--- config.mk ---
export PLATFORM = sky130hd
export DESIGN_NAME = scc_async_rx
export DESIGN_NICKNAME = d
export VERILOG_FILES = /design/src/rtl/scc_pkg.sv /design/src/rtl/scc_rx_fifo.sv /design/src/rtl/scc_async_rx.sv
export SDC_FILE = /design/constraint.sdc
export NUM_CORES = 1
export LEC_CHECK = 0
export ABC_CLOCK_PERIOD_IN_PS = 6170
export BUFFER_PORTS_ARGS = -buffer_cell sky130_fd_sc_hd__buf_2
export CORE_MARGIN = 8
export CORE_UTILIZATION = 55
export DETAILED_ROUTE_END_ITERATION = 10
export PLACE_DENSITY = 0.72
export SYNTH_ARGS = -nofsm -noshare
export SYNTH_HDL_FRONTEND = slang
export SYNTH_SLANG_ARGS = --single-unit
export TNS_END_PERCENT = 100
--- constraint.sdc ---
create_clock -name clk -period 6.17 [get_ports clk]
set_input_delay 0 -clock clk [delete_from_list [all_inputs] [get_ports clk]]
set_output_delay 0 -clock clk [all_outputs]
set_load 0.02 [all_outputs]
--- src/rtl/scc_pkg.sv ---
// rtl/scc_pkg.sv - shared SCC serial types: FSM states and FIFO entry layout
package scc_pkg;

   typedef enum logic [2:0] {
      IDLE,
      START,
      DATA,
      PARITY,
      STOP
   } scc_state_t;

   typedef struct packed {
      logic       brk;
      logic       perr;
      logic       ferr;
      logic [7:0] data;
   } scc_entry_t;

   localparam int FIFO_DEPTH = 4;

endpackage

--- src/rtl/scc_rx_fifo.sv ---
// rtl/scc_rx_fifo.sv - 4-entry receive FIFO with registered head and sticky overrun
module scc_rx_fifo
   import scc_pkg::*;
(
   input  logic        clk,
   input  logic        reset,
   input  logic        i_push,
   input  logic [10:0] i_din,
   input  logic        i_pop,
   output logic [10:0] o_head,
   output logic        o_valid,
   output logic        o_overrun
);

   logic [10:0] r_mem [FIFO_DEPTH];
   logic [1:0]  r_rd;
   logic [1:0]  r_wr;
   logic [2:0]  r_cnt;
   logic [10:0] r_head;
   logic        r_overrun;

   logic        w_full;
   logic        w_pop;
   logic        w_wr;
   logic [1:0]  w_rd_next;
   logic [2:0]  w_cnt_next;

   assign w_full     = (r_cnt == 3'(FIFO_DEPTH));
   assign w_pop      = i_pop && (r_cnt != 3'd0);
   assign w_wr       = i_push && (!w_full || w_pop);
   assign w_rd_next  = w_pop ? r_rd + 2'd1 : r_rd;
   assign w_cnt_next = r_cnt + {2'b00, w_wr} - {2'b00, w_pop};

   always_ff @(posedge clk) begin
      if (w_wr)
         r_mem[r_wr] <= i_din;
   end

   // Head is loaded one step ahead; a push landing in the new head slot bypasses memory.
   always_ff @(posedge clk or posedge reset) begin
      if (reset) begin
         r_rd      <= 2'd0;
         r_wr      <= 2'd0;
         r_cnt     <= 3'd0;
         r_head    <= 11'd0;
         r_overrun <= 1'b0;
      end else begin
         r_rd  <= w_rd_next;
         r_cnt <= w_cnt_next;
         if (w_wr)
            r_wr <= r_wr + 2'd1;
         if (w_cnt_next != 3'd0)
            r_head <= (w_wr && (r_wr == w_rd_next)) ? i_din : r_mem[w_rd_next];
         if (w_pop)
            r_overrun <= 1'b0;
         else if (i_push && w_full)
            r_overrun <= 1'b1;
      end
   end

   assign o_head    = r_head;
   assign o_valid   = (r_cnt != 3'd0);
   assign o_overrun = r_overrun;

endmodule

--- src/rtl/scc_async_rx.sv ---
// rtl/scc_async_rx.sv - 16x oversampled async serial receiver feeding a 4-entry FIFO
module scc_async_rx
   import scc_pkg::*;
#(
   parameter int CLK_DIV    = 4,
   parameter int PARITY_EN  = 0,
   parameter int PARITY_ODD = 0
) (
   input  logic       clk,
   input  logic       reset,
   input  logic       rxd,
   input  logic       rd_strobe,
   output logic [7:0] rx_data,
   output logic       rx_valid,
   output logic       framing_err,
   output logic       parity_err,
   output logic       break_det,
   output logic       overrun
);

   localparam int            TW    = $clog2(CLK_DIV);
   localparam logic [TW-1:0] TLOAD = TW'(CLK_DIV - 1);
   localparam logic          P_EN  = (PARITY_EN != 0);
   localparam logic          P_ODD = (PARITY_ODD != 0);

   logic          r_sync1;
   logic          r_sync2;
   logic          r_rxd_d;
   logic [TW-1:0] r_tcnt;
   logic [3:0]    r_sc;
   logic [2:0]    r_bit;
   logic [7:0]    r_shift;
   logic          r_perr;
   scc_state_t    r_state;

   logic          w_rxd;
   logic          w_tick;
   logic          w_fall;
   logic          w_start;
   logic          w_centre;
   logic          w_push;
   logic          w_ferr;
   logic [10:0]   w_entry;
   scc_entry_t    w_head;

   assign w_rxd    = r_sync2;
   assign w_tick   = (r_tcnt == '0);
   assign w_fall   = r_rxd_d & ~w_rxd;
   assign w_start  = (r_state == IDLE) & w_fall;
   assign w_centre = w_tick & (r_sc == 4'd15);
   assign w_push   = (r_state == STOP) & w_centre;
   assign w_ferr   = ~w_rxd;
   assign w_entry  = {w_ferr & (r_shift == 8'h00), r_perr, w_ferr, r_shift};

   always_ff @(posedge clk or posedge reset) begin
      if (reset) begin
         r_sync1 <= 1'b1;
         r_sync2 <= 1'b1;
         r_rxd_d <= 1'b1;
      end else begin
         r_sync1 <= rxd;
         r_sync2 <= r_sync1;
         r_rxd_d <= r_sync2;
      end
   end

   always_ff @(posedge clk or posedge reset) begin
      if (reset)
         r_tcnt <= TLOAD;
      else if (w_start || w_tick)
         r_tcnt <= TLOAD;
      else
         r_tcnt <= r_tcnt - TW'(1);
   end

   // Start is armed on a falling edge, so a held-low break yields a single entry.
   always_ff @(posedge clk or posedge reset) begin
      if (reset) begin
         r_state <= IDLE;
         r_sc    <= 4'd0;
         r_bit   <= 3'd0;
         r_shift <= 8'h00;
         r_perr  <= 1'b0;
      end else begin
         case (r_state)
            IDLE: begin
               if (w_fall) begin
                  r_state <= START;
                  r_sc    <= 4'd0;
                  r_perr  <= 1'b0;
               end
            end
            START: begin
               if (w_tick) begin
                  if (r_sc == 4'd7) begin
                     r_sc    <= 4'd0;
                     r_bit   <= 3'd0;
                     r_state <= w_rxd ? IDLE : DATA;
                  end else begin
                     r_sc <= r_sc + 4'd1;
                  end
               end
            end
            DATA: begin
               if (w_tick) begin
                  r_sc <= r_sc + 4'd1;
                  if (r_sc == 4'd15) begin
                     r_shift <= {w_rxd, r_shift[7:1]};
                     r_bit   <= r_bit + 3'd1;
                     if (r_bit == 3'd7)
                        r_state <= P_EN ? PARITY : STOP;
                  end
               end
            end
            PARITY: begin
               if (w_tick) begin
                  r_sc <= r_sc + 4'd1;
                  if (r_sc == 4'd15) begin
                     r_perr  <= ((^r_shift) ^ w_rxd) != P_ODD;
                     r_state <= STOP;
                  end
               end
            end
            STOP: begin
               if (w_tick) begin
                  r_sc <= r_sc + 4'd1;
                  if (r_sc == 4'd15)
                     r_state <= IDLE;
               end
            end
            default: r_state <= IDLE;
         endcase
      end
   end

   scc_rx_fifo u_fifo (
      .clk       (clk),
      .reset     (reset),
      .i_push    (w_push),
      .i_din     (w_entry),
      .i_pop     (rd_strobe),
      .o_head    (w_head),
      .o_valid   (rx_valid),
      .o_overrun (overrun)
   );

   assign rx_data     = w_head.data;
   assign framing_err = w_head.ferr;
   assign parity_err  = w_head.perr;
   assign break_det   = w_head.brk;

endmodule

After elaboration in Yosys (flattened, before gate mapping)
Memory sizes are Yosys's and may differ from the RTL's. A register that Yosys moved wholly into a read port is not among the register bits.
Index checks and enable logic that the tools add are counted.
{"block": "word_totals", "ff_bits": 32, "ramBits": 44, "in_bits": 4, "out_inout_bits": 13, "word_cells": 101, "memories": 1}
{"memory": "u_fifo.r_mem", "depth": 4, "width": 11, "rd": 1, "rd_clocked_by_memory_dff": 1, "wr": 1, "line": "scc_rx_fifo.sv:15", "text": "logic [10:0] r_mem [FIFO_DEPTH];"}
{"block": "classes", "n_addsub": 7, "n_eq_ne": 19, "muxes": 32, "bitwise": 7, "reduce_logical": 22}
{"cell": "3-bit 2-to-1 mux", "count": 14}
{"cell": "2-bit inequality test (second input constant)", "count": 9}
{"cell": "4-bit 2-to-1 mux", "count": 4}
{"cell": "3-bit case mux with 5 select lines", "count": 1}
{"cell": "4-bit case mux with 3 select lines", "count": 1}
{"cell": "10-bit AND reduction", "count": 1}
{"cell": "3-bit equality test (second input constant)", "count": 3}
{"cell": "3-bit nonzero test", "count": 3}
{"cell": "8-bit logical NOT", "count": 1}
{"cell": "4-bit AND reduction", "count": 2}
{"cell": "8-bit parity", "count": 1}
{"cell": "1-bit 2-to-1 mux", "count": 7}
{"cell": "3-bit by 2-bit equality test with 1-bit output (second input constant)", "count": 2}
{"cell": "2-bit 2-to-1 mux", "count": 3}
{"cell": "3-bit case mux with 2 select lines", "count": 1}
{"cell": "2-bit nonzero test", "count": 3}
{"cell": "1-bit AND", "count": 5}
{"cell": "5-bit AND reduction", "count": 1}
{"cell": "2-bit by 1-bit adder with 2-bit output (second input constant)", "count": 2}
{"cell": "4-bit by 1-bit adder with 4-bit output (second input constant)", "count": 1}
{"cell": "4-bit by 3-bit equality test with 1-bit output (second input constant)", "count": 1}
{"cell": "4-bit equality test (second input constant)", "count": 1}
{"cell": "2-bit by 1-bit inequality test with 1-bit output (second input constant)", "count": 2}
{"cell": "3-bit by 1-bit adder with 3-bit output", "count": 1}
{"cell": "other kinds (14)", "count": 17}

Longest topological paths before layout
{"block": "logic_depth", "word_depth": 7, "ltp_mapped": 13, "ltp_nobuf": 11}

Hierarchy
A second synthesis with hierarchy kept.
{"block": "hier_totals", "cells_unflattened": 400, "hier_area_um2": 4431.8}
{"mod": "scc_rx_fifo", "instances": 1, "cells_per_inst": 261, "area_per_inst_um2": 3079.2, "seq_area_each_um2": 1796.7}
{"mod": "scc_async_rx", "instances": 1, "cells_per_inst": 139, "area_per_inst_um2": 1352.5, "seq_area_each_um2": 606.8}

Least setup slack after synthesis
OpenSTA, ideal clock, no wires.
{"block": "synth_path", "path_kind": "flip-flop to flip-flop", "startpoint": "reg u_fifo.r_cnt[1]", "endpoint": "reg u_fifo.r_head[8], in the netlist u_fifo.o_head[8] (read register of u_fifo.r_mem)", "setup_ns": 0.078, "arrival_time_ns": 3.201, "t_required_ns": 6.092, "slack_ns": 2.891, "path_stages_with_launch": 14, "period_less_slack_ns": 3.279, "path_cell_list": "dfrtp_1 > o31ai_4 > inv_2 > buf_1 > ha_1 > inv_1 > ha_1 > fa_1 > xnor3_1 > or3_4 > nand4_1 > buf_6 > o22ai_1 > a21oi_1"}
{"block": "synth_between", "elab_chain_len": 7}
{"element": "start: declaration", "line": "scc_rx_fifo.sv:18", "text": "logic [2:0] r_cnt;"}
{"element": "start signal: assignment", "line": "scc_rx_fifo.sv:49", "text": "r_cnt <= w_cnt_next;"}
{"element": "3-bit equality test or 3-bit nonzero test (tied branches)", "line": "scc_rx_fifo.sv:28, scc_rx_fifo.sv:29"}
{"element": "1-bit logical NOT or 1-bit logical AND (tied branches)", "line": "scc_rx_fifo.sv:30, scc_rx_fifo.sv:29"}
{"element": "1-bit logical OR", "line": "scc_rx_fifo.sv:30", "text": "assign w_wr = i_push && (!w_full || w_pop);"}
{"element": "1-bit logical AND", "line": "scc_rx_fifo.sv:30"}
{"element": "3-bit by 1-bit adder with 3-bit output", "line": "scc_rx_fifo.sv:32", "text": "assign w_cnt_next = r_cnt + {2'b00, w_wr} - {2'b00, w_pop};"}
{"element": "3-bit by 1-bit subtractor with 3-bit output (*)", "line": "scc_rx_fifo.sv:32"}
{"element": "net u_fifo.w_cnt_next[2]", "line": "scc_rx_fifo.sv:26", "text": "logic [2:0] w_cnt_next;"}
{"element": "3-bit nonzero test (*)", "line": "scc_rx_fifo.sv:52", "text": "if (w_cnt_next != 3'd0)"}
{"element": "end: declaration", "line": "scc_rx_fifo.sv:19", "text": "logic [10:0] r_head;"}
Mark *: on every way through the listed nets, which the timed path passes. The rest lies on a longest branch.
A chain may end at the register's enable or synchronous reset.

Worst setup path in the final report
{"block": "layout_path", "startpoint": "reg u_fifo.r_cnt[1]", "endpoint": "reg u_fifo.r_head[10], in the netlist u_fifo.o_head[10] (read register of u_fifo.r_mem)"}
Same word-level chain as after synthesis.

==> results.ini <==
[status]
outcome=finished clean

[sta]
rsz0062_at_grt=no
layout_min_cycle_time_ns=3.73
fin_crit_sh=0.604
finalSetupTns_ns=0
relSlewSlack=0.278
fmax_mhz=268
worst_pin_slew_ns=1.08
hold_viol=0
setup_violations=0
skew_ns=0.0182
drv_slew=0

[layout]
finalInstanceArea_sq_um=4700
stdcell_count=508
nNetsFinal=420
area_growth_pct=8.49
final_layout_size_suffix_gt1_frac=0.128
antenna_cells=0

[drt]
drt_wl_total_microns=8920
drc=0
vias=3099
via_per_inst=6.10
wl_per_cell_microns=17.6
dr.pass1.iters=5
drt_iter0_drc=217
ant_nets=0

[flow_run]
drv_cap=0

[logic_synthesis]
synth.most_common_cell=nand3_1
yosysWarnings=0
async_flop_share=0.494
syn-num-nets=412
synth_area_sq_um=4330
synth_cells=393
yosys-top-cells-count=nand3_1, edfxtp_1, dfrtp_1
synth_top_area_cell=edfxtp_1
synth_cell_types=48
synth_edf_count=44
avgSynthCellArea_sq_um=11.0
synthTopCellsByArea=edfxtp_1, dfrtp_1, nand3_1, ha_1, nand3b_1
synth_top_area_frac=0.305
ys.flop_type=edfxtp_1
ys_seq_elements=87
seq_area_frac_synth=0.555

[critical_path]
reg2reg_to=u_fifo.o_head[10]
crit_type=flip-flop to flip-flop
crit_path_end=u_fifo.o_head[10]
worstSetupStartpoint=u_fifo.r_cnt[1]
r2r_slack_ns=2.44
start_kind=flip-flop
r2r_start=u_fifo.r_cnt[1]
end_kind=flip-flop
critPathArrivalTime_ns=3.97
required_ns=6.41
reg2reg_depth=11
crit_fanout=45

[cts]
clock_sinks=87
cts_setup_buffers=0
clk_latency_ns=0.35
clockBufferDepth=2
cts_buffers=9
clk_pin_slew_ns=0.08
post_cts_resized=0
cts_tree=done
cts_root_buffer=clkbuf_8
cts.hold.buffers_added=2
htreeDepth=3

[grt]
grt_pass1_wl_microns=14500
grt_max_degree=65
antenna_found_initial=0
grt_use_total=0.165
gr-total-overflow=0
grt_pass1_vias=2902

[floorplan]
io_pins=17
core_area_sq_um=7690
die-area_sq_um=11000
die_x_microns=105
start_util=0.563
dieHeight_microns=105
row_count=32

[pwr]
p_total_uw=2070
peakVddDrop_mv=0.235
p_leak_uw=0.00188
p_per_area_nw_per_um2=441

[placement]
gp_congestion=0.793
dpl_cell_area_sq_um=4460
port_buffers=16
dp_cells=490
dp_hpwl_microns=5730

[worst_hold_path]
hold_path_class=primary input to flip-flop

cells in the final DEF (no fill, tap or decap), types with 2 or more instances in the layout:
| cell | instances |
|---|---|
| a211oi_1 | 10 |
| a21oi_1 | 15 |
| a22o_1 | 10 |
| a22oi_1 | 3 |
| a31oi_1 | 12 |
| and2_1 | 4 |
| buf_2 | 16 |
| buf_4 | 3 |
| bufinv_16 | 2 |
| clkbuf_8 | 9 |
| clkinv_4 | 2 |
| dfrtp_1 | 38 |
| dfstp_2 | 5 |
| dlygate4sd3_1 | 2 |
| edfxtp_1 | 44 |
| ha_1 | 14 |
| inv_1 | 20 |
| inv_2 | 2 |
| mux2i_1 | 3 |
| nand2_1 | 23 |
| nand2b_1 | 3 |
| nand3_1 | 52 |
| nand3b_1 | 18 |
| nand4_1 | 5 |
| nor2_1 | 15 |
| nor2b_1 | 2 |
| nor3_1 | 4 |
| nor3b_1 | 3 |
| nor4b_1 | 2 |
| o21ai_0 | 20 |
| o22ai_1 | 13 |
| o311a_1 | 2 |
| or2_2 | 2 |
| xnor2_1 | 8 |
| xnor3_1 | 2 |
through the flow:
step	utilization	hold WS (ns)	setup slack, ns
CTS	0.611	0.0978	2.47
global placement	0.580	0.106	2.64
detailed placement	0.580	0.106	2.48
finish	0.611	0.111	2.44
global route	0.611	0.121	2.22
floorplan	-	0.00448	2.89
worst min-delay path by stage:
stage,cells past startpoint,start,end
after floorplan,0,rxd,r_sync1
after global placement,1,rxd,r_sync1
after detailed placement,1,rxd,r_sync1
after CTS,3,rd_strobe,u_fifo.r_rd[1]
after global routing,3,rd_strobe,u_fifo.r_rd[1]
final,3,rd_strobe,u_fifo.r_rd[1]
cell families (layout without fill, tap and decap cells):
kind of cell	after synthesis	in the layout	share of synthesized area
fa+ha+maj	15	15	0.0451
compound gates	89	89	0.135
xor+xnor	11	11	0.0286
simple gates	140	140	0.179
flops	87	87	0.555
buf+inv	46	59	0.0425
mux	5	5	0.0147
layout make-up:
type	instances	area, sq um
Clock buffer	9	124
Clock inverter	7	95.1
Fill cell	634	2990
Inverter	22	82.6
Multi-Input combinational cell	260	1740
Sequential cell	87	2400
Tap cell	102	128
Timing Repair Buffer	21	123
critical path: stages (launching register included):
cell and delay, ns:
dfrtp_1 0.45, o31ai_4 0.28, inv_2 0.34, ha_1 0.41, inv_1 0.04, ha_1 0.18, fa_1 0.38, xnor3_1 0.33
nor3_1 0.06, a31oi_1 0.79, nand3_1 0.16, o221a_2 0.18
flip-flops by register name (all words and copies together) (netlist names):
name / cells
r_bit: 3
u_fifo.r_mem: 44
r_tcnt: 2
u_fifo.o_head: 11
r_sc: 4
u_fifo.r_rd: 2
u_fifo.r_cnt: 3
r_sync2: 1
u_fifo.o_overrun: 1
r_perr: 1
r_shift: 8
r_state: 3
r_rxd_d: 1
r_sync1: 1
u_fifo.r_wr: 2
routing by layer:
metal	global-route usage	up-vias	routed length [microns]
met2	0.263	84	4320
met4	0.0581	0	99
met1	0.218	1523	4100
met5	0	-	0
li1	-	1481	-
met3	0.0326	11	399
report_power, final:
part / total [uW] / leakage [uW] / switching (uW) / internal [uW]
Combinational: 924 / 0.000753 / 554 / 370
Sequential: 715 / 0.00101 / 43.1 / 672
Clock: 432 / 0.000111 / 203 / 229
No activity file was read; power rests on OpenSTA's default activity.
